## config.mk

```make
export PLATFORM = sky130hd
export DESIGN_NAME = pop_fitness_dispatch
export DESIGN_NICKNAME = d
export VERILOG_FILES = /design/src/rtl/fitness_pkg.sv /design/src/rtl/fit_best_tracker.sv /design/src/rtl/pop_fitness_dispatch.sv
export SDC_FILE = /design/constraint.sdc
export NUM_CORES = 1
export LEC_CHECK = 0
export ABC_AREA = 1
export BUFFER_PORTS_ARGS = -buffer_cell sky130_fd_sc_hd__buf_2
export CAP_MARGIN = 20
export CORE_MARGIN = 2
export CORE_UTILIZATION = 40
export CTS_CLUSTER_SIZE = 25
export DETAILED_ROUTE_END_ITERATION = 12
export GPL_TIMING_DRIVEN = 0
export PLACE_DENSITY = 0.74
export SLEW_MARGIN = 10
export SYNTH_ARGS = -nofsm -noshare
export SYNTH_HDL_FRONTEND = slang
export SYNTH_SLANG_ARGS = --single-unit
```

## constraint.sdc

```tcl
create_clock -name clk_i -period 2.85 [get_ports clk_i]
set_input_delay 0.57 -clock clk_i [delete_from_list [all_inputs] [get_ports clk_i]]
set_output_delay 0.57 -clock clk_i [all_outputs]
set_load 0.02 [all_outputs]
```

## src/rtl/fitness_pkg.sv

```systemverilog
// Shared widths and FSM encoding for the fitness dispatch slice.
// Nothing here is synthesised on its own; the top and its sub-module import it.
package fitness_pkg;

  localparam int NUM_PARTICLE_TYPE        = 3;
  localparam int DATA_WIDTH               = 4;
  localparam int PARTICLE_LENGTH          = 2;
  localparam int LATTICE_LENGTH           = 11;
  localparam int SELF_FIT_LENGTH          = 10;
  localparam int SELF_ENERGY_VEC_LENGTH   = NUM_PARTICLE_TYPE * DATA_WIDTH;
  localparam int INTERATION_MATRIX_LENGTH = NUM_PARTICLE_TYPE * NUM_PARTICLE_TYPE * DATA_WIDTH;
  localparam int INDIVIDUAL_LENGTH        = LATTICE_LENGTH * PARTICLE_LENGTH;
  localparam int POP_SIZE                 = 50;
  localparam int IDX_WIDTH                = $clog2(POP_SIZE);
  // The result counter must be able to hold POP_SIZE itself.
  localparam int CNT_WIDTH                = $clog2(POP_SIZE + 1);

  // POP_SIZE at one bit wider than an index, for range checks on returned indices.
  localparam logic [IDX_WIDTH:0] POP_LIMIT = (IDX_WIDTH + 1)'(POP_SIZE);

  typedef enum logic [2:0] {
    ST_IDLE  = 3'd0,
    ST_CFG   = 3'd1,
    ST_ISSUE = 3'd2,
    ST_DRAIN = 3'd3,
    ST_DONE  = 3'd4
  } disp_state_e;

endpackage

```

## src/rtl/fit_best_tracker.sv

```systemverilog
// Fitness RAM write register plus running-minimum tracker.
// Ports:
//   clk_i, rst_i    clock, synchronous active-high reset
//   clear_i         start of a new generation: best back to all-ones / index 0
//   res_valid_i     a result is being collected this cycle
//   res_energy_i    returned energy
//   res_idx_i       returned individual index (out-of-range indices are dropped)
//   fit_we_o/fit_addr_o/fit_wdata_o   registered fitness RAM write
//   best_energy_o/best_idx_o          minimum so far in this generation
module fit_best_tracker
  import fitness_pkg::*;
(
  input  logic                       clk_i,
  input  logic                       rst_i,
  input  logic                       clear_i,
  input  logic                       res_valid_i,
  input  logic [SELF_FIT_LENGTH-1:0] res_energy_i,
  input  logic [IDX_WIDTH-1:0]       res_idx_i,
  output logic                       fit_we_o,
  output logic [IDX_WIDTH-1:0]       fit_addr_o,
  output logic [SELF_FIT_LENGTH-1:0] fit_wdata_o,
  output logic [SELF_FIT_LENGTH-1:0] best_energy_o,
  output logic [IDX_WIDTH-1:0]       best_idx_o
);

  logic idx_in_range;

  assign idx_in_range = {1'b0, res_idx_i} < POP_LIMIT;

  always_ff @(posedge clk_i) begin
    if (rst_i) begin
      fit_we_o      <= 1'b0;
      fit_addr_o    <= '0;
      fit_wdata_o   <= '0;
      best_energy_o <= '1;
      best_idx_o    <= '0;
    end else begin
      fit_we_o <= 1'b0;
      if (clear_i) begin
        best_energy_o <= '1;
        best_idx_o    <= '0;
      end else if (res_valid_i && idx_in_range) begin
        fit_we_o    <= 1'b1;
        fit_addr_o  <= res_idx_i;
        fit_wdata_o <= res_energy_i;
        // Strict compare: on a tie the earlier result keeps the title.
        if (res_energy_i < best_energy_o) begin
          best_energy_o <= res_energy_i;
          best_idx_o    <= res_idx_i;
        end
      end
    end
  end

endmodule

```

## src/rtl/pop_fitness_dispatch.sv

```systemverilog
// Host-side driver/collector for fitness_eval: configures it, streams the
// whole population from the population RAM, writes returned energies into
// the fitness RAM and tracks the minimum-energy individual.
// Ports:
//   clk_i, rst_i                       clock, synchronous active-high reset
//   start_i                            evaluate one generation (accepted in IDLE only)
//   self_energy_vec_i/interact_matrix_i configuration, sampled on accepted start
//   pop_rd_*                           population RAM read port (1-cycle latency)
//   fe_*_o / fe_*_i                    fitness_eval request / result interface
//   fit_*                              fitness RAM write port
//   best_energy_o/best_idx_o           generation minimum
//   busy_o, done_o                     status
//
// state    | meaning
// ---------+---------------------------------------------------------------
// ST_IDLE  | waiting for start_i
// ST_CFG   | Set_data cycle: latched configuration pushed to fitness_eval
// ST_ISSUE | one population read per cycle, addresses 0..POP_SIZE-1
// ST_DRAIN | all issued; waiting for the remaining results
// ST_DONE  | done_o pulse, back to idle
module pop_fitness_dispatch
  import fitness_pkg::*;
(
  input  logic                                clk_i,
  input  logic                                rst_i,
  input  logic                                start_i,
  input  logic [SELF_ENERGY_VEC_LENGTH-1:0]   self_energy_vec_i,
  input  logic [INTERATION_MATRIX_LENGTH-1:0] interact_matrix_i,
  output logic                                pop_rd_en_o,
  output logic [IDX_WIDTH-1:0]                pop_rd_addr_o,
  input  logic [INDIVIDUAL_LENGTH-1:0]        pop_rd_data_i,
  output logic                                fe_set_data_o,
  output logic [SELF_ENERGY_VEC_LENGTH-1:0]   fe_self_energy_vec_o,
  output logic [INTERATION_MATRIX_LENGTH-1:0] fe_interact_matrix_o,
  output logic                                fe_in_valid_o,
  output logic [INDIVIDUAL_LENGTH-1:0]        fe_individual_vec_o,
  output logic [IDX_WIDTH-1:0]                fe_ind_idx_o,
  input  logic                                fe_out_valid_i,
  input  logic [SELF_FIT_LENGTH-1:0]          fe_total_energy_i,
  input  logic [IDX_WIDTH-1:0]                fe_ind_wb_idx_i,
  output logic                                fit_we_o,
  output logic [IDX_WIDTH-1:0]                fit_addr_o,
  output logic [SELF_FIT_LENGTH-1:0]          fit_wdata_o,
  output logic [SELF_FIT_LENGTH-1:0]          best_energy_o,
  output logic [IDX_WIDTH-1:0]                best_idx_o,
  output logic                                busy_o,
  output logic                                done_o
);

  disp_state_e          state_q;
  logic [CNT_WIDTH-1:0] remain_q;   // results still outstanding, counts down
  logic                 collect;
  logic                 res_take;
  logic                 start_take;

  assign collect    = (state_q == ST_ISSUE) || (state_q == ST_DRAIN);
  assign res_take   = collect && fe_out_valid_i;
  assign start_take = (state_q == ST_IDLE) && start_i;

  // RAM read data arrives in the cycle fe_in_valid_o is high, so it is
  // forwarded directly rather than re-registered; gated so it reads 0 when idle.
  assign fe_individual_vec_o = fe_in_valid_o ? pop_rd_data_i : '0;

  always_ff @(posedge clk_i) begin
    if (rst_i) begin
      state_q              <= ST_IDLE;
      remain_q             <= '0;
      pop_rd_en_o          <= 1'b0;
      pop_rd_addr_o        <= '0;
      fe_set_data_o        <= 1'b0;
      fe_self_energy_vec_o <= '0;
      fe_interact_matrix_o <= '0;
      fe_in_valid_o        <= 1'b0;
      fe_ind_idx_o         <= '0;
      busy_o               <= 1'b0;
      done_o               <= 1'b0;
    end else begin
      fe_set_data_o <= 1'b0;
      done_o        <= 1'b0;
      // Index travels one cycle behind the read, alongside the read data.
      fe_in_valid_o <= pop_rd_en_o;
      fe_ind_idx_o  <= pop_rd_addr_o;

      // Out-of-range indices are still counted; only the write is dropped.
      if (res_take && (remain_q != '0))
        remain_q <= remain_q - 1'b1;

      case (state_q)
        ST_IDLE: begin
          if (start_i) begin
            fe_self_energy_vec_o <= self_energy_vec_i;
            fe_interact_matrix_o <= interact_matrix_i;
            fe_set_data_o        <= 1'b1;
            remain_q             <= CNT_WIDTH'(POP_SIZE);
            busy_o               <= 1'b1;
            state_q              <= ST_CFG;
          end
        end
        ST_CFG: begin
          pop_rd_en_o   <= 1'b1;
          pop_rd_addr_o <= '0;
          state_q       <= ST_ISSUE;
        end
        ST_ISSUE: begin
          if (pop_rd_addr_o == IDX_WIDTH'(POP_SIZE - 1)) begin
            pop_rd_en_o <= 1'b0;
            state_q     <= ST_DRAIN;
          end else begin
            pop_rd_addr_o <= pop_rd_addr_o + 1'b1;
          end
        end
        ST_DRAIN: begin
          // The last result's write is visible in the same cycle the count hits 0.
          if (remain_q == '0) begin
            done_o  <= 1'b1;
            busy_o  <= 1'b0;
            state_q <= ST_DONE;
          end
        end
        ST_DONE: begin
          state_q <= ST_IDLE;
        end
        default: state_q <= ST_IDLE;
      endcase
    end
  end

  fit_best_tracker u_best (
    .clk_i         (clk_i),
    .rst_i         (rst_i),
    .clear_i       (start_take),
    .res_valid_i   (res_take),
    .res_energy_i  (fe_total_energy_i),
    .res_idx_i     (fe_ind_wb_idx_i),
    .fit_we_o      (fit_we_o),
    .fit_addr_o    (fit_addr_o),
    .fit_wdata_o   (fit_wdata_o),
    .best_energy_o (best_energy_o),
    .best_idx_o    (best_idx_o)
  );

endmodule
```

; ---- Word level (Yosys, flattened, before mapping)
; Cells that the tools add are included.
[op_classes]
eq_ne = 8
reduce_logical = 20
shift = 0
muxes = 18
mul = 0
magnitude_cmp = 2
addsub = 2
bitwise = 3
n_div = 0
[op_table]
columns = operator, count
row1 = 6-bit two-way mux, 4
row2 = 22-bit two-way mux, 1
row3 = 3-bit case mux with 4 select lines, 1
row4 = 6-bit case mux with 2 select lines, 1
row5 = 10-bit < comparator, 1
row6 = 2-bit AND reduction, 5
row7 = 3-bit two-way mux, 3
row8 = 6-bit by 1-bit adder with 6-bit output (second input constant), 1
row9 = 3-bit by 2-bit == test with 1-bit output (second input constant), 2
row10 = 6-bit == test (second input constant), 1
row11 = 6-bit logical NOT, 1
row12 = 6-bit < comparator (second input constant), 1
row13 = 1-bit two-way mux, 6
row14 = 3-bit AND reduction, 2
row15 = 6-bit nonzero test, 1
row16 = 2-bit OR reduction, 3
row17 = 6-bit by 1-bit subtractor with 6-bit output (second input constant), 1
row18 = 1-bit logical AND, 4
row19 = 2-bit by 1-bit inequality test with 1-bit output (second input constant), 2
row20 = 2-bit inequality test (second input constant), 2
row21 = 1-bit case mux with 2 select lines, 2
row22 = 2-bit nonzero test, 2
row23 = 3-bit by 1-bit == test with 1-bit output (second input constant), 1
row24 = 3-bit logical NOT, 1
row25 = 2 further kinds, 4
[word_totals]
rom_bits = 0
regBits = 107
ram_bits = 0
mem_count = 0
latchBits = 0
input_bits = 90
output_inout_bits = 120
elab_cells = 69

; ---- Longest topological paths before layout
; Gate-level depths: netlist of run 1.
[depth]
ltp_word = 7
mapped_depth = 12
depth_no_buf = 11

; ---- Cells and area by module
; A second synthesis of run 1 with hierarchy kept.
[unflattened]
hier_cells = 626
hier_area_um2 = 4611.9
[by_module_without_submodules]
columns = mod, area_per_inst_um2, instances, seq_area_each_um2, cells_each
row1 = pop_fitness_dispatch, 3064.2, 1, 1481.4, 414
row2 = fit_best_tracker, 1547.7, 1, 660.6, 212

; ---- Worst setup path after synthesis of run 1
; Ideal clock, no wire load.
[synth_path]
path_kind = input-to-reg
from = in fe_total_energy_i[9]
to = reg u_best.best_energy_o[0]
t_arrival_ns = 1.565
setup_ns = 0.122
t_required_ns = 2.728
path_buffers = 1
path_slack_ns = 1.164
cell_stages = 10
cell_sequence = ha_1 > nand2_1 > inv_1 > nand2_1 > nand2_1 > nor2_4 > nand3_2 > buf_2 > nand2_1 > nand3_1
[synth_between]
elab_chain_len = 2
[synth_lines]
columns = item, line
row1 = start: declaration, pop_fitness_dispatch.sv:39  ; input logic [SELF_FIT_LENGTH-1:0] fe_total_energy_i,
row2 = 10-bit < comparator, fit_best_tracker.sv:47  ; if (res_energy_i < best_energy_o) begin
row3 = 2-bit AND reduction (no line), n/a
row4 = end signal: assignment, fit_best_tracker.sv:48  ; best_energy_o <= res_energy_i;
row5 = end: declaration, fit_best_tracker.sv:22  ; output logic [SELF_FIT_LENGTH-1:0] best_energy_o,
; No other way between the ends.
; A chain may end at the register's enable or synchronous reset.

; ---- Final worst setup path of run 1
[layout_path]
from = reg fe_in_valid_o
to = out fe_individual_vec_o[1]
[layout_between]
elab_chain_len = 1
[layout_lines]
columns = item, line
row1 = start: declaration, pop_fitness_dispatch.sv:35  ; output logic fe_in_valid_o,
row2 = start signal: assignment, pop_fitness_dispatch.sv:81  ; fe_in_valid_o <= pop_rd_en_o;
row3 = 22-bit two-way mux, pop_fitness_dispatch.sv:62  ; assign fe_individual_vec_o = fe_in_valid_o ? pop_rd_data_i : '0;
row4 = end: declaration, pop_fitness_dispatch.sv:36  ; output logic [INDIVIDUAL_LENGTH-1:0] fe_individual_vec_o,
; No other way between the ends.

==> run summary, run 1 <==
The run finished with clean final reports. The number of H-tree branching levels is 3. The endpoint arrival time on the critical path came out at 1.46 ns. Of the post-synthesis cell area, the dominant cell type holds 0.508.

The share of total power dissipated in sequential elements is 0.504. The die footprint came out at 11400 µm². The count of cells resized by post-cts repair came out at 0. The wire length of the first global-routing pass is 18000 µm. The sequential fraction of the synthesis area is 0.508. Routability-driven placement finished with a final weighted congestion of 0.848. The first-pass detailed-route iteration total is 4. The sort of element at the start of the critical path is a flop. For this run, the number of Yosys warnings is 0.

The initial antenna violation count is 0. After clock tree synthesis, the clock-pin slew on the worst setup and hold paths is 0.10 ns. The largest single stage delay on the critical path is 0.42 ns. Setup repair after global routing left no endpoint under its margin. In this run, synthesis produced a sequential element count of 107. The fraction of power consumed by combinational cells is 0.219. The post-CTS setup-driven buffer insertion count came out at 0. The remaining antenna violation count after routing is 0. The required time of the critical path came out at 2.28 ns. The instance count of the mapped netlist is 502.

In the finished design, the share of the clock period the worst path needs comes to 0.711. The max-slew violation count is 0. The number of nets produced by synthesis is 605. The cell sitting at the root of the clock tree is a sky130_fd_sc_hd__clkbuf_8. The relative max-transition margin is 0.650. The main flop type after synthesis is sky130_fd_sc_hd__dfxtp_1. The number of endpoints with negative hold slack in the final report came out at 0. The cell class contributing the biggest share of worst-path delay is buffers and inverters. For this run, the share of the core covered by cells in the final layout is 0.547.

Of all nets on the critical path, the largest fanout is 10. In the post-synthesis netlist, the biggest area contributors are sky130_fd_sc_hd__dfxtp_1, sky130_fd_sc_hd__a22o_1, sky130_fd_sc_hd__nand2_1. The diode insertion count for antenna repair came out at 0. By startpoint and endpoint, the worst setup path is classified as reg2out. The area growth from synthesis to final layout came out at 33.5%.

The tool flagged a number of max-cap violations equal to 0. The global-route total usage across every layer came out at 0.197. The fraction of layout cells with a size suffix above 1 came out at 0.352. The switching share of power came out at 0.312.

The number of hold-repair buffers added at the cts stage came out at 0. The DRC violation count after routing is 0. The largest clock skew in the final design is 0.00989 ns. The worst ir drop on vdd came out at 0.246 mV. The floorplan die height is 107 µm. The number of global-route vias before repair came out at 3866. Port buffering added 209 buffers. The tightest min-delay check is of the in2reg type. Traced cell by cell, the critical path runs through clkbuf_1 -> nand2_1 -> inv_1 -> buf_2. The first-iteration detailed-routing DRC count is 156. In this run, distinct cell masters in the synthesized netlist total 30. The critical path endpoint category is an output pin. Setup violations remaining at the end of the flow were counted as 0. The net total in the final layout came out at 825. The detailed-route via count came out at 4043. The area of the core came out at 10300 µm².

The internal power of the cells totals 2300 µW. The number of buffers added by the clock tree synthesis step came out at 9. The per-cell via count in the routed design came out at 4.68. The area of the mapped netlist is 4220 µm². Global routing finished with a remaining overflow of 0.

The clock latency on the worst-skew pair is 0.36 ns. The number of placement rows is 37. 210 I/O pins were placed. The pin count of the biggest net entering global routing came out at 18. For the pin with the worst max-slew slack, the measured transition is 0.525 ns. The number of enable flip-flop cells after synthesis came out at 0. In the synthesized netlist the async set-or-reset flop fraction comes to 0. The cell taking the most area after synthesis is sky130_fd_sc_hd__dfxtp_1. The total negative slack came out at 0 ns. The total buffers and inverters traversed by the critical path came out at 3. The maximum clock rate is 494 MHz. TritonCTS built the clock tree. In this run the power density over the cells is 595 nW/µm².

In the layout the commonest cells are sky130_fd_sc_hd__buf_2, sky130_fd_sc_hd__dfxtp_1, sky130_fd_sc_hd__nand2_1, sky130_fd_sc_hd__nor2_1, sky130_fd_sc_hd__inv_1. The worst path in the final design needs a cycle of 2.03 ns, including I/O delays and setup. For this design, the slowest cell found on the critical path is sky130_fd_sc_hd__dfxtp_1. The library cell used most frequently in the layout, excluding fill and tap cells, is sky130_fd_sc_hd__buf_2. The number of buffers between clock root and the deepest sink is 2. The total half-perimeter wirelength after legalization and detailed placement is 8890 µm.

The mean area per synthesized cell came out at 8.40 µm². The overall die width is 107 µm. The routed length per placed instance is 13.2 µm. The reported net switching power came out at 1050 µW.

The power share of the clock group came out at 0.277. The starting density of the core came out at 0.410. The total clock sinks came out at 107. The standby leakage power came out at 0.00321 µW. Summed over all layers, the routed wires come to 11400 µm.
[Yosys cell counts, types with 2 or more instances]
library cell,number
sky130_fd_sc_hd__nand3_1,21
sky130_fd_sc_hd__buf_2,10
sky130_fd_sc_hd__clkbuf_1,6
sky130_fd_sc_hd__nor2_1,69
sky130_fd_sc_hd__o21ai_0,19
sky130_fd_sc_hd__nor2_2,3
sky130_fd_sc_hd__ha_1,13
sky130_fd_sc_hd__inv_1,64
sky130_fd_sc_hd__dfxtp_1,107
sky130_fd_sc_hd__nand2_1,94
sky130_fd_sc_hd__inv_2,4
sky130_fd_sc_hd__nand3_2,2
sky130_fd_sc_hd__a22o_1,48
sky130_fd_sc_hd__o21ai_1,2
sky130_fd_sc_hd__nor2_4,2
sky130_fd_sc_hd__a31oi_1,2
sky130_fd_sc_hd__nand4_1,5
sky130_fd_sc_hd__nand2_2,2
sky130_fd_sc_hd__buf_6,5
sky130_fd_sc_hd__a21oi_1,12
sky130_fd_sc_hd__xor2_1,3
[area by class of cell]
cell class | count | area, µm²
fillers | 955 | 4650
flip-flops and latches | 107 | 2140
multi-input cells | 305 | 1680
repair buffers | 209 | 1050
inverters | 68 | 255
well taps | 136 | 170
plain buffers | 22 | 136
clock buffers | 11 | 131
clock inverters | 5 | 62.6
[power groups by stage]
stage / Clock, µW / Combinational (µW) / Sequential [µW]
6_report: 926 / 732 / 1690
5_1_grt: 1010 / 806 / 1700
4_1_cts: 953 / 737 / 1690
3_5_place_dp: 0 / 735 / 1720
3_3_place_gp: 0 / 717 / 1710
2_1_floorplan: 0 / 330 / 1840
[stage by stage]
step	setup WS [ns]	total power, µW	cells	hold slack (ns)	instance area [µm²]
after floorplan	1.16	2170	502	0.446	4220
after global placement	0.923	2430	847	0.431	5430
after detailed placement	0.874	2450	847	0.429	5430
after CTS	0.803	3380	863	0.403	5630
after global routing	0.713	3520	863	0.398	5630
final	0.825	3340	863	0.424	5630
[path summary, 6_finish.rpt]
kind,to,startpoint,cells after the start,slack [ns]
setup reg to reg,u_best.best_energy_o[4],u_best.best_energy_o[7],11,1.20
hold / removal,fe_self_energy_vec_o[6],self_energy_vec_i[6],2,0.42
setup / recovery,fe_individual_vec_o[1],fe_in_valid_o,4,0.82
hold reg to reg,fe_in_valid_o,pop_rd_en_o,2,0.44
[state kept, by name (all words and copies together), names as in the netlist]
signal	count
done_o	1
remain_q	6
u_best.fit_wdata_o	10
pop_rd_addr_o	6
fe_in_valid_o	1
fe_set_data_o	1
busy_o	1
state_q	3
u_best.fit_we_o	1
u_best.best_energy_o	10
fe_interact_matrix_o	36
u_best.fit_addr_o	6
pop_rd_en_o	1
u_best.best_idx_o	6
fe_self_energy_vec_o	12
fe_ind_idx_o	6
[metal layers]
| layer | vias to the layer above | track usage | wire, µm |
|---|---|---|---|
| met4 | 0 | 0.0696 | 229 |
| met2 | 127 | 0.351 | 5770 |
| met1 | 1842 | 0.231 | 4750 |
| li1 | 2056 | - | - |
| met5 | - | 0 | 0 |
| met3 | 18 | 0.0438 | 607 |
[cell families after synthesis]
logic type	Yosys count	share of synthesized area
xor+xnor	3	0.00623
fa+ha+maj	13	0.0386
buf+inv	90	0.0929
compound gates	85	0.146
simple gates	204	0.208
flops	107	0.508
Power figures use the tool's default switching activity.
==> run 2: changes to the inputs <==
Settings changed: ABC_AREA 1 to 0, PLACE_DENSITY 0.74 to 0.77.
Clock period 2.85 ns to 1.6 ns, I/O delays scaled along.
==> run summary, run 2 <==
The overall die width is 108 µm (+1.2%). The max-slew violation count came out at 0 (unchanged). The total congestion overflow after global routing is 0 (unchanged).

The final reports fail on setup timing. The area share of the leading cell type in the synthesized netlist is 0.496 (-0.0126). The total internal power came to 3920 µW (+70%). The sequential share of power came out at 0.518 (+0.014). The register-to-register setup slack is -0.21 ns (-1.41 ns). The floorplan die height is 108 µm (+1.2%).

The relative max-transition margin was 0.617 (-0.0336). Based on the critical path, the design can be clocked at up to 553 MHz. The endpoint arrival time on the critical path is 2.10 ns (+0.64 ns). The actual slew at the worst max-slew pin was 0.575 ns (+0.0503 ns). Summed over all instances, the cell type with the most area after synthesis is sky130_fd_sc_hd__dfxtp_1.

The first-iteration detailed-routing DRC count came to 116 (-26%). The share of the clock period used by the worst path came out at 1.13. The initial antenna violation count was 0 (unchanged). The endpoint identified for the worst register-to-register timing path is u_best.best_idx_o[5]. The share of synthesized registers carrying an async set or reset is 0 (unchanged). The count of final setup violators is 16 (+16). The number of global-route vias before repair came out at 4076 (+5.4%). The worst setup path is captured at a flop.

The area after detailed placement is 5660 µm² (+4.1%). The number of flip-flops under the largest register name came to 36 (unchanged). The final instance area was 6200 µm² (+10%).

The total clock sinks is 107 (unchanged). The largest registers in the layout are fe_interact_matrix_o: 36 flops, fe_self_energy_vec_o: 12 flops. The global-route total usage across every layer was 0.202 (+0.00532). The cell depth of the worst min-delay path was 3 (+1). The number of buffers between clock root and the deepest sink is 2 (unchanged). The area of the mapped netlist was 4320 µm² (+2.6%). The clock transition at the registers of the reported paths came out at 0.10 ns (about the same). The depth of the worst register-to-register path is 8 (-3). The top cell types in the final layout, fill and taps aside, are sky130_fd_sc_hd__buf_2, sky130_fd_sc_hd__nand2_1, sky130_fd_sc_hd__dfxtp_1, sky130_fd_sc_hd__a21oi_1, sky130_fd_sc_hd__nor2_1. The root buffer cell chosen for the clock tree is sky130_fd_sc_hd__clkbuf_8.

The area of the core is 10400 µm² (+1.4%). The critical path class is reg2reg. The required time of the critical path came out at 1.89 ns (-0.39 ns).

Compared with the post-synthesis result, the final layout area differs by 43.5%. The leading cell type in the layout, fill and taps excluded is sky130_fd_sc_hd__buf_2. The reported net switching power came out at 1620 µW (+55%). The fraction of layout cells with a size suffix above 1 came to 0.426 (+0.0739). The run finished, with violations left. The I/O pin count is 210 (unchanged). The worst hold path begins at interact_matrix_i[5].

The standby leakage power is 0.00302 µW (-5.9%). The total negative slack is -2.91 ns (-2.91 ns). The first-pass detailed-route iteration total came out at 4 (unchanged). The number of distinct library cell variants in the gate-level netlist after synthesis is 37 (+23%). In this run the worst hold path is classified as in2reg. Counting flops per register, the top entry is fe_interact_matrix_o. The power share of the clock group is 0.293 (+0.016).

The clock latency on the worst-skew pair came out at 0.37 ns (about the same). The routability congestion estimate from global placement is 0.842 (-0.63%). The number of endpoints with negative hold slack in the final report is 0 (unchanged).

In the synthesized netlist, the cells that appear most often are sky130_fd_sc_hd__nand2_1, sky130_fd_sc_hd__dfxtp_1, sky130_fd_sc_hd__a21oi_1, sky130_fd_sc_hd__nor2_1, sky130_fd_sc_hd__mux2i_1. The power density over cell area was 893 nW/µm² (+50%). The die footprint is 11700 µm² (+2.5%). The number of placement rows came out at 37 (unchanged).

The mean area per synthesized cell came out at 8.54 µm² (+1.7%). The number of buffers added by the clock tree synthesis step came out at 9 (unchanged). The count of yosys warnings during synthesis came out at 0 (unchanged). The most used flip-flop cell after synthesis is sky130_fd_sc_hd__dfxtp_1. The pin count of the biggest net entering global routing came to 18 (unchanged).

The switching share of power came out at 0.293 (-0.0197). The fraction of power consumed by combinational cells came out at 0.190 (-0.029). In the post-synthesis netlist, the biggest area contributors are sky130_fd_sc_hd__dfxtp_1, sky130_fd_sc_hd__nand2_1, sky130_fd_sc_hd__mux2i_1. The starting density of the core is 0.415 (+0.00486). The number of H-tree branching levels was 3 (unchanged).

The worst ir drop on vdd is 0.488 mV (+99%). The sequential fraction of the synthesis area is 0.496 (-0.0126). The number of enable flip-flop cells after synthesis is 0 (unchanged). The overall routed net length is 12100 µm (+6.9%). The worst-path maximum fanout came out at 6 (-4). The total half-perimeter wirelength after legalization and detailed placement came to 9050 µm (+1.9%).

The diode insertion count for antenna repair is 0 (unchanged). The max capacitance violation total was 0 (unchanged). Setup repair after global routing could not meet its margin everywhere.

The flop and latch count out of synthesis is 107 (unchanged). The per-cell via count in the routed design came out at 4.86 (+3.7%). The routed length per placed instance came out at 13.8 µm (+4.8%).

The remaining antenna violation count after routing was 0 (unchanged). Yosys instantiated no cell more often than sky130_fd_sc_hd__nand2_1. STA classifies the critical path startpoint as a flop. The worst setup slack before clock tree synthesis is -0.726 ns (-1.60 ns). The DRC violation count after routing is 0 (unchanged).

The largest clock skew in the final design came out at 0.00923 ns (-0.000660 ns). The minimum setup slack in the final design came out at -0.208 ns (-1.03 ns). The worst register-to-register path begins at u_best.best_energy_o[7]. The smallest clock period supported by the final layout is computed as 1.81 ns. The count of input and output buffers is 209 (unchanged). For hold timing, the worst endpoint is fe_interact_matrix_o[5]. The detailed-route via count came to 4274 (+5.7%).

The net total in the final layout came out at 842 (+2.1%). The number of nets produced by synthesis was 609 (+0.66%). The wire length of the first global-routing pass came out at 18500 µm (+2.4%). The instance count of the mapped netlist is 506 (+0.80%).

The TritonCTS clock tree is done.
## run 2: final cells by class
class                   instances  area [µm²]
fillers                       901        4210
well taps                     136         170
flip-flops and latches        107        2190
plain buffers                  29         161
clock buffers                  12         166
inverters                      14        55.1
multi-input cells             354        2250
repair buffers                224        1180
clock inverters                 4        31.3
## run 2: power by group through the flow
stage	Sequential (µW)	Combinational [µW]	Clock (µW)
5_1_grt	2890	1150	1800
6_report	2870	1050	1620
4_1_cts	2860	1010	1680
3_3_place_gp	2910	931	0
2_1_floorplan	3050	440	0
3_5_place_dp	2910	955	0
## run 2: kinds of logic (layout without fill, tap and decap cells)
| kind of cell | after synthesis | after routing | share of synthesized area |
|---|---|---|---|
| xor gates and xnor gates | 8 | 8 | 0.0162 |
| buffers and inverters | 45 | 283 | 0.0440 |
| adders and majority gates | 13 | 13 | 0.0376 |
| muxes | 34 | 34 | 0.0790 |
| and+or+nand+nor | 226 | 226 | 0.232 |
| AOI/OAI and AO/OA | 73 | 73 | 0.0961 |
| DFF | 107 | 107 | 0.496 |
## run 2: worst max path at each step
stage / from / end / slack, ns / depth (start not counted)
CTS: u_best.best_energy_o[5] / u_best.best_energy_o[6] / -0.19 / 7
floorplan: u_best.best_energy_o[1] / u_best.best_energy_o[4] / -0.36 / 7
detailed placement: fe_ind_wb_idx_i[2] / u_best.best_energy_o[8] / -0.73 / 7
global placement: fe_ind_wb_idx_i[1] / u_best.best_energy_o[8] / -0.72 / 7
finish: u_best.best_energy_o[7] / u_best.best_idx_o[5] / -0.21 / 8
global route: u_best.best_energy_o[7] / u_best.best_energy_o[6] / -0.29 / 8
## run 2: critical path, cell delays in order, from the launching register on
cell	delay, ns
sky130_fd_sc_hd__dfxtp_4	0.36
sky130_fd_sc_hd__inv_2	0.04
sky130_fd_sc_hd__ha_4	0.23
sky130_fd_sc_hd__a21o_1	0.18
sky130_fd_sc_hd__a21oi_2	0.12
sky130_fd_sc_hd__nor2b_1	0.07
sky130_fd_sc_hd__a2111oi_4	0.33
sky130_fd_sc_hd__buf_6	0.21
sky130_fd_sc_hd__mux2i_1	0.20
## run 2: per-stage QoR
| step | utilization | hold slack (ns) | instances | power [µW] |
|---|---|---|---|---|
| after CTS | 0.582 | 0.156 | 878 | 5550 |
| final | 0.595 | 0.178 | 880 | 5540 |
| after global routing | 0.595 | 0.159 | 880 | 5840 |
| after floorplan | - | 0.445 | 506 | 3490 |
| after detailed placement | 0.543 | 0.445 | 851 | 3870 |
| after global placement | 0.543 | 0.439 | 851 | 3840 |
## run 2: what timing repair did
item | in CTS | in global routing
resized for setup | 34 | 47
endpoints found under the setup margin | 101 | 92
hold buffers | 0 | 0
cloned | 1 | 0
buffers inserted | 11 | 3
pin swaps | 11 | 5
## run 2: routing by layer
layer	global-route usage	vias up	wire length [µm]
met2	0.356	176	6050
met1	0.225	1953	4810
li1	-	2123	-
met5	0	-	0
met4	0.0971	0	265
met3	0.0549	22	1010
==> run 3: changes to the inputs <==
Settings changed: CORE_MARGIN 2 to default, CORE_UTILIZATION 40 to 30, PLACE_DENSITY 0.77 to 0.61.
==> run summary, run 3 (synthesis gave the netlist of run 2 again) <==
The flow ran to the end, but the final reports show violations. The final reports fail on setup timing. The number of global-route vias before repair is 3895 (-4.4%). The detailed-routed wire length on met2 is 5440 µm (-10%).

The count of fill cells added during filler insertion is 1487 (+65%). The actual slew at the worst max-slew pin is 0.593 ns (+0.0181 ns). The largest clock skew in the final design came out at 0.00535 ns (-0.00387 ns).

The time the final worst path needs with I/O delays and setup came out at 1.78 ns (-0.0287 ns). The max capacitance violation total was 0 (unchanged). The register-to-register setup slack came to -0.18 ns (+0.03 ns). The number of flip-flops under the largest register name came out at 36 (unchanged). The number of H-tree branching levels was 3 (unchanged). TritonCTS built the clock tree. The largest stage delay on the critical path is 0.36 ns (about the same). The net total in the final layout came out at 843 (+0.12%). The minimum setup slack in the final design is -0.180 ns (+0.0287 ns). The standby leakage power is 0.00307 µW (+1.6%). The register cell area after layout is 2180 µm² (-0.63%). The number of buffers between clock root and the deepest sink is 2 (unchanged). The count of input and output buffers is 209 (unchanged).

The depth of the worst register-to-register path came out at 8 (unchanged). The share of the clock period used by the worst path is 1.11 (-0.0179). The leading cell type in the layout, fill and taps excluded is sky130_fd_sc_hd__buf_2.

The length of routed met3 wiring came out at 1100 µm (+8.3%). The first-iteration detailed-routing DRC count is 172 (+48%). The relative max-transition margin came out at 0.605 (-0.0121). The number of endpoints with negative hold slack in the final report came out at 0 (unchanged).

The die footprint is 14900 µm² (+28%). The count of final setup violators was 16 (unchanged). The combined area of the multi-input logic cells is 2200 µm² (-2.1%). The starting density of the core is 0.309 (-0.106).

The number of placement rows is 43 (+16%). The met1 routed wirelength after detailed routing came out at 5440 µm (+13%). The total half-perimeter wirelength after legalization and detailed placement came out at 8820 µm (-2.5%).

The DRC violation count after routing is 0 (unchanged). The final instance area came out at 6310 µm² (+1.7%). The I/O pin count came out at 210 (unchanged). The remaining antenna violation count after routing came out at 0 (unchanged). The initial antenna violation count was 1 (+1). The fraction of layout cells with a size suffix above 1 came out at 0.408 (-0.0180). The endpoint with the worst hold slack is fe_interact_matrix_o[3].

The max-slew violation count was 0 (unchanged). The worst hold path begins at interact_matrix_i[3]. The power density over cell area is 972 nW/µm² (+8.8%).

The wire length of the first global-routing pass is 18900 µm (+2.7%). The routed length per placed instance is 13.1 µm (-5.0%). Setup repair after global routing could not meet its margin everywhere. The worst-path maximum fanout was 5 (-1).

The overall routed net length is 12100 µm (about the same). The worst setup slack before clock tree synthesis came out at -0.775 ns (-0.0494 ns). The total negative slack was -2.22 ns (+0.692 ns). The detailed-route via count came to 4200 (-1.7%). The total clock sinks came out at 107 (unchanged).

The worst hold path belongs to the class in2reg. The pin count of the biggest net entering global routing came to 18 (unchanged). The area growth from synthesis to final layout came out at 45.9%. The sort of element at the start of the critical path is a flop. The global-route total usage across every layer came to 0.166 (-0.0361).

Walking the worst path, the cells encountered are inv_4 -> ha_4 -> a21oi_2 -> o221ai_2 -> a2111oi_4 -> buf_4 -> buf_6 -> mux2i_1. The area after detailed placement came to 5710 µm² (+0.97%). The root buffer selected by CTS is sky130_fd_sc_hd__clkbuf_16. The first-pass detailed-route iteration total is 4 (unchanged).

The cell depth of the worst min-delay path came out at 3 (unchanged). The endpoint arrival time on the critical path came out at 2.06 ns (-0.04 ns). The uppermost layer routed is met4. The utilization after layout is 0.451 (-0.145). In the layout the commonest cells are sky130_fd_sc_hd__buf_2, sky130_fd_sc_hd__nand2_1, sky130_fd_sc_hd__dfxtp_1, sky130_fd_sc_hd__a21oi_1, sky130_fd_sc_hd__nor2_1. The overall die width came to 122 µm (+13%). For this design, the slowest cell found on the critical path is sky130_fd_sc_hd__dfxtp_4. The maximum clock rate was 562 MHz (+1.6%). The largest registers in the layout are fe_interact_matrix_o: 36 flops, fe_self_energy_vec_o: 12 flops. The worst register-to-register path begins at u_best.best_energy_o[5].

The area of the core is 14000 µm² (+34%). The number of buffers added by the clock tree synthesis step came to 9 (unchanged). The worst register-to-register path ends at u_best.best_idx_o[4].

The worst setup path is of the reg2reg kind. Ranked by flip-flop count, first place goes to fe_interact_matrix_o. The clock latency on the worst-skew pair came out at 0.35 ns (-0.02 ns). The worst ir drop on vdd is 0.509 mV (+4.3%). The clock transition at the registers of the reported paths came to 0.07 ns (-0.03 ns). The required time of the critical path came to 1.88 ns (about the same). The floorplan die height came out at 122 µm (+13%). The worst setup path is captured at a flop.

The total congestion overflow after global routing is 0 (unchanged). The per-cell via count in the routed design is 4.54 (-6.6%). The routability congestion estimate from global placement came to 0.733 (-13%).
run 3: worst max-delay path by stage:
stage	startpoint	endpoint	cells after the start	slack, ns
floorplan	u_best.best_energy_o[1]	u_best.best_energy_o[4]	7	-0.36
global placement	fe_ind_wb_idx_i[1]	u_best.best_idx_o[1]	7	-0.76
CTS	u_best.best_energy_o[5]	u_best.best_energy_o[5]	8	-0.14
global route	u_best.best_energy_o[5]	u_best.best_energy_o[4]	8	-0.27
finish	u_best.best_energy_o[5]	u_best.best_idx_o[4]	8	-0.18
detailed placement	fe_ind_wb_idx_i[1]	u_best.best_energy_o[7]	7	-0.78
run 3: repair_timing:
action                                  in CTS  in global routing
endpoints found under the setup margin     101                 66
hold buffers                                 0                  0
setup buffers                               14                  2
resized for setup                           36                 32
pin swaps                                   15                  4
gates cloned                                 1                  0
run 3: cell type report:
| class | instances | share of cell area |
|---|---|---|
| Inverter | 14 | 0.00873 |
| Multi-Input combinational cell | 354 | 0.349 |
| Sequential cell | 107 | 0.345 |
| Clock inverter | 7 | 0.0109 |
| Tap cell | 180 | 0.0357 |
| Antenna cell | 1 | 0.000397 |
| Clock buffer | 9 | 0.0357 |
| Timing Repair Buffer | 225 | 0.185 |
| Buffer | 29 | 0.0294 |
run 3: worst max-delay path, delay by kind of cell (launching register included):
family	cells	cell delay [ns]
compound gates	3	0.58
fa+ha+maj	1	0.21
flops	1	0.36
mux	1	0.19
buf+inv	3	0.35
run 3: report_power, final:
part | switching [µW] | internal [µW] | leakage (µW)
sequential | 77.9 | 2780 | 0.000872
clock | 1020 | 1210 | 0.000141
combinational | 621 | 424 | 0.00206
total | 1720 | 4410 | 0.00307
run 3: stage by stage:
| step | hold slack (ns) | instances | power, µW |
|---|---|---|---|
| 2_1_floorplan | 0.445 | 506 | 3490 |
| 3_3_place_gp | 0.439 | 895 | 3870 |
| 3_5_place_dp | 0.445 | 895 | 3880 |
| 4_1_cts | 0.181 | 925 | 6190 |
| 5_1_grt | 0.191 | 925 | 6450 |
| 6_report | 0.199 | 926 | 6130 |
run 3: per-layer routing:
layer,up-vias,global-route usage
met1,1899,0.197
li1,2124,-
met3,13,0.0632
met4,0,0.0602
met5,-,0
met2,164,0.270
